--- src/rtl/trng_pkg.sv ---
// Shared types and constants for the TRNG output stream buffer.
// Optional repetition test is enabled by defining TRNG_REPCOUNT_EN.
package trng_pkg;

  typedef enum logic {
    IDLE,
    HOLD
  } out_state_t;

  localparam int OVF_W = 16;

  function automatic int level_w(input int depth);
    return $clog2(depth) + 1;
  endfunction

endpackage

--- src/rtl/trng_sync_fifo.sv ---
// Single-clock FIFO with registered level and status flags.
// Callers never push when full or pop when empty.
module trng_sync_fifo
  import trng_pkg::*;
#(
  parameter int DATA_W    = 32,
  parameter int DEPTH     = 16,
  parameter int AFULL_LVL = 14
) (
  input  logic                        clk,
  input  logic                        rst,
  input  logic                        push,
  input  logic                        pop,
  input  logic [DATA_W-1:0]           wdata,
  output logic [DATA_W-1:0]           rdata,
  output logic [level_w(DEPTH)-1:0]   level,
  output logic                        full,
  output logic                        almost_full,
  output logic                        empty
);

  localparam int AW = $clog2(DEPTH);
  localparam int LW = level_w(DEPTH);

  logic [DATA_W-1:0] mem [DEPTH];
  logic [AW-1:0]     wr_ptr;
  logic [AW-1:0]     rd_ptr;
  logic [LW-1:0]     level_n;

  assign rdata = mem[rd_ptr];

  always_comb begin
    level_n = level;
    if (push && !pop)
      level_n = level + LW'(1);
    else if (pop && !push)
      level_n = level - LW'(1);
  end

  always_ff @(posedge clk) begin
    if (push)
      mem[wr_ptr] <= wdata;
  end

  always_ff @(posedge clk) begin
    if (rst) begin
      wr_ptr      <= '0;
      rd_ptr      <= '0;
      level       <= '0;
      full        <= 1'b0;
      almost_full <= 1'b0;
      empty       <= 1'b1;
    end else begin
      if (push)
        wr_ptr <= wr_ptr + AW'(1);
      if (pop)
        rd_ptr <= rd_ptr + AW'(1);
      level       <= level_n;
      full        <= (level_n == LW'(DEPTH));
      almost_full <= (level_n >= LW'(AFULL_LVL));
      empty       <= (level_n == '0);
    end
  end

endmodule

--- src/rtl/trng_stream_buffer.sv ---
// Paced, button-gated output buffer for conditioned TRNG words.
// Define TRNG_REPCOUNT_EN to build the repetition-count health test.
module trng_stream_buffer
  import trng_pkg::*;
#(
  parameter int DATA_W       = 32,
  parameter int DEPTH        = 16,
  parameter int AFULL_LVL    = 14,
  parameter int HOLD_CYC     = 4,
  parameter int DROP_ON_FULL = 0,
  parameter int REP_LIMIT    = 4
) (
  input  logic                      clk,
  input  logic                      rst,
  input  logic                      in_valid,
  input  logic [DATA_W-1:0]         in_data,
  output logic                      in_ready,
  input  logic                      enable,
  output logic [DATA_W-1:0]         data_out,
  output logic                      out_strobe,
  output logic                      full,
  output logic                      almost_full,
  output logic                      empty,
  output logic [level_w(DEPTH)-1:0] level,
  output logic [OVF_W-1:0]          ovf_cnt,
  output logic                      rep_fail
);

  localparam int CW = $clog2(HOLD_CYC + 1);

  logic              push;
  logic              pop;
  logic              drop;
  logic [DATA_W-1:0] head;
  out_state_t        state;
  out_state_t        state_n;
  logic [CW-1:0]     cnt;
  logic [CW-1:0]     cnt_n;
  logic [DATA_W-1:0] data_n;
  logic              strobe_n;

  assign in_ready = (DROP_ON_FULL != 0) ? 1'b1 : !full;
  assign push     = in_valid && in_ready && !full;
  assign drop     = (DROP_ON_FULL != 0) && in_valid && full;

  trng_sync_fifo #(
    .DATA_W    (DATA_W),
    .DEPTH     (DEPTH),
    .AFULL_LVL (AFULL_LVL)
  ) u_fifo (
    .clk         (clk),
    .rst         (rst),
    .push        (push),
    .pop         (pop),
    .wdata       (in_data),
    .rdata       (head),
    .level       (level),
    .full        (full),
    .almost_full (almost_full),
    .empty       (empty)
  );

  always_ff @(posedge clk) begin
    if (rst)
      ovf_cnt <= '0;
    else if (drop && ovf_cnt != '1)
      ovf_cnt <= ovf_cnt + OVF_W'(1);
  end

`ifdef TRNG_REPCOUNT_EN
  localparam int RW = $clog2(REP_LIMIT + 1);

  logic [DATA_W-1:0] last;
  logic [RW-1:0]     run;

  // run == 0 means no word has been accepted since reset
  always_ff @(posedge clk) begin
    if (rst) begin
      last     <= '0;
      run      <= '0;
      rep_fail <= 1'b0;
    end else if (push) begin
      last <= in_data;
      if (run != '0 && in_data == last) begin
        if (run != RW'(REP_LIMIT))
          run <= run + RW'(1);
        if (run >= RW'(REP_LIMIT - 1))
          rep_fail <= 1'b1;
      end else begin
        run <= RW'(1);
      end
    end
  end
`else
  assign rep_fail = 1'b0;
`endif

  always_comb begin
    state_n  = state;
    cnt_n    = cnt;
    data_n   = data_out;
    strobe_n = 1'b0;
    pop      = 1'b0;
    unique case (state)
      IDLE: begin
        if (enable && !empty && !rep_fail) begin
          pop      = 1'b1;
          data_n   = head;
          strobe_n = 1'b1;
          cnt_n    = CW'(HOLD_CYC - 1);
          state_n  = HOLD;
        end
      end
      HOLD: begin
        if (cnt == '0)
          state_n = IDLE;
        else
          cnt_n = cnt - CW'(1);
      end
    endcase
  end

  always_ff @(posedge clk) begin
    if (rst) begin
      state      <= IDLE;
      cnt        <= '0;
      data_out   <= '0;
      out_strobe <= 1'b0;
    end else begin
      state      <= state_n;
      cnt        <= cnt_n;
      data_out   <= data_n;
      out_strobe <= strobe_n;
    end
  end

endmodule
--- config.mk ---
export PLATFORM = sky130hd
export DESIGN_NAME = trng_stream_buffer
export DESIGN_NICKNAME = d
export VERILOG_FILES = /design/src/rtl/trng_pkg.sv /design/src/rtl/trng_sync_fifo.sv /design/src/rtl/trng_stream_buffer.sv
export SDC_FILE = /design/constraint.sdc
export NUM_CORES = 1
export LEC_CHECK = 0
export CORE_ASPECT_RATIO = 1.4
export CORE_MARGIN = 3
export CORE_UTILIZATION = 50
export CTS_BUF_LIST = sky130_fd_sc_hd__clkbuf_8 sky130_fd_sc_hd__clkbuf_16
export DETAILED_ROUTE_END_ITERATION = 8
export PLACE_DENSITY_LB_ADDON = 0.2
export SYNTH_ARGS = -nofsm -noshare
export SYNTH_HDL_FRONTEND = slang
export SYNTH_SLANG_ARGS = --single-unit
--- constraint.sdc ---
create_clock -name clk -period 4.1 [get_ports clk]
set_input_delay 0.615 -clock clk [delete_from_list [all_inputs] [get_ports clk]]
set_output_delay 0.615 -clock clk [all_outputs]
set_load 0.02 [all_outputs]
==> flow_summary.toml <==
[timing]
fin_crit_sh_pct = 59.1
slew_headroom_pct = 23.9
clock_skew_ns = 0.0162
worstMarginPinSlew_ns = 1.14
hold_viol = 0
setup-tns-final_ns = 0
rsz0062_at_grt = "false"
max_freq_ghz = 0.412
finalCriticalPeriod_ns = 2.42
slew_viol_final = 0
finalSetupViolCount = 0
worst_slack_ns = 1.68

[layout]
fin_nets = 1163
fillerInstances = 3000
layout_common_cells = "edfxtp_1, mux4_2, clkdlybuf4s50_1, a22oi_1, clkbuf_16"
insertedDiodeCount = 0
final_cells = 1702
drive_gt1_share_pct = 22.7
syn_to_final_growth_pct = 16.2
final_common_cell = "edfxtp_1"
finish.utilization_pct = 59.5

[global_route]
overflow = 0
grt_max_degree = 50
grt_pass1_wl_mm = 68.6
grt_pass1_vias = 10747
grt_usage_pct = 20.2
antenna_found_initial = 0

[route]
ant_nets = 0
route.detailed.drc = 0
wl_mm = 45.3
vias_per_cell = 5.90
via_count = 10050
wl_per_cell_um = 26.6
first_pass_iters = 5
drt_first_iter_violations = 686

[clock_tree]
cts.sinks = 565
cts_setup_buffers = 0
cts_inserted_buffers = 52
htreeDepth = 2
cts_root_buffer = "clkbuf_16"
clockBufferDepth = 3
cts_resized = 0
worst_setup_hold_path_clk_slew_ns = 0.06
worstSkewPairLatency_ns = 0.58
hold_buffers = 0
cts_tree = "done"

[floorplan]
die_x_um = 180
initial_utilization_pct = 51.2
die-area_mm2 = 0.0451
die_h_um = 250
coreArea_mm2 = 0.0416
num_rows = 88
ios = 95

[logic_synthesis]
syn_area_mm2 = 0.0213
ys_warn_count = 0
ys_seq_elements = 565
yosysSeqAreaShare_pct = 77.2
synth_edf_count = 512
synthArstFlopShare_pct = 0
synth_area_per_cell_um2 = 21.1
syn_inst = 1010
ys_types = 43
synthFlopType = "edfxtp_1"

[placement]
place_ws_ns = 1.11
portBuffers = 77
dp_hpwl_mm = 25.2
post-place-cells = 1604
globalplace.congestion = 0.782

[pwr]
p_leak_nw = 7.82
powerDensity_mw_per_mm2 = 520
switchingPower_w = 0.00290
internal_power_w = 0.00998
peakVddDrop_mv = 0.299
p_sw_share_pct = 22.5
clockPowerShare_pct = 37.5
power_frac_seq_pct = 51.0
comb_power_share_pct = 11.5

[critical_path]
critical_path_peak_fanout = 21
arrival_ns = 2.69
critPathKind = "primary input to register"
cp-end-kind = "register"
cp.required_ns = 4.37
critPathLaunchType = "primary input"

[job]
cap_violations = 0

[status]
status = "finished, final reports clean"

[min_path]
hp-class = "register to register"
## layout make-up
type / instances / area, um^2 / share of cell area [%]
Clock buffer: 60 / 1430 / 5.79
Clock inverter: 38 / 300 / 1.21
Inverter: 9 / 33.8 / 0.136
Tap cell: 540 / 676 / 2.73
Sequential cell: 565 / 16400 / 66.4
Multi-Input combinational cell: 379 / 4660 / 18.8
Timing Repair Buffer: 111 / 1200 / 4.85
## stage by stage
| step | instance area [um^2] | power, W | hold slack [ns] |
|---|---|---|---|
| finish | 24800 | 0.0129 | 0.477 |
| global route | 24800 | 0.0133 | 0.493 |
| CTS | 24800 | 0.0130 | 0.479 |
| detailed placement | 23000 | 0.00820 | 0.462 |
| global placement | 23000 | 0.00819 | 0.460 |
| floorplan | 21400 | 0.00769 | 0.464 |
## critical path: stages
cell             delay [ns]
clkdlybuf4s50_1        0.47
nor2b_1                0.39
nand2_1                0.40
nor2_4                 0.54
buf_12                 0.26
## path summary, 6_finish.rpt
| check | startpoint | to | slack (ns) | cells after the start |
|---|---|---|---|---|
| max | in_valid | u_fifo.mem[11][16]$_DFFE_PP_ | 1.68 | 5 |
| min | data_out[21]$_SDFFE_PP0P_ | data_out[21]$_SDFFE_PP0P_ | 0.48 | 1 |
| max reg2reg | u_fifo.rd_ptr[1]$_SDFFE_PP0P_ | data_out[10]$_SDFFE_PP0P_ | 1.72 | 5 |
| min reg2reg | data_out[21]$_SDFFE_PP0P_ | data_out[21]$_SDFFE_PP0P_ | 0.48 | 1 |
## cells by family after synthesis
| group | count (synthesis) | share of synthesized area (%) |
|---|---|---|
| fa+ha+maj | 9 | 0.529 |
| flops | 565 | 77.2 |
| compound gates | 111 | 4.11 |
| other cells | 1 | 0.0176 |
| simple gates | 104 | 2.28 |
| mux | 128 | 13.5 |
| xor+xnor | 10 | 0.446 |
| buf+inv | 82 | 1.92 |
## power groups by stage
stage / Combinational (W) / Clock, W / Sequential [W]
floorplan: 0.000984 / 0 / 0.00671
global placement: 0.00149 / 0 / 0.00669
detailed placement: 0.00150 / 0 / 0.00669
CTS: 0.00151 / 0.00491 / 0.00657
global route: 0.00160 / 0.00514 / 0.00659
finish: 0.00148 / 0.00483 / 0.00657
## metal layers
metal  up-vias  track usage [%]  routed length (um)
met5         -                0                   0
met4         0             4.65                 822
met3        61             2.98                2160
met2       286             35.5               23800
met1      5329             27.0               18600
li1       4374                -                   -
## state kept, by name (all words and copies together), names as in the netlist
signal,count
u_fifo.full,1
u_fifo.empty,1
data_out,32
u_fifo.wr_ptr,4
out_strobe,1
u_fifo.mem,512
u_fifo.level,5
u_fifo.almost_full,1
u_fifo.rd_ptr,4
state,1
cnt,3
## cells in the mapped netlist, drive strengths merged, types with 2 or more instances
master	count	area (um^2)
a211oi	2	15.0
a21oi	4	20.0
a22o	34	298
a22oi	64	480
a31oi	2	18.8
and2	2	12.5
and3	2	17.5
buf	34	228
clkbuf	39	146
dfxtp	53	1060
edfxtp	512	15400
ha	9	113
inv	9	33.8
mux4	128	2880
nand2	46	173
nand2b	3	18.8
nand3	3	15.0
nand4	2	12.5
nor2	28	105
nor2b	4	25.0
nor3	6	30.0
xnor2	5	43.8
xor2	5	51.3
No activity file was read; power rests on OpenSTA's default activity.
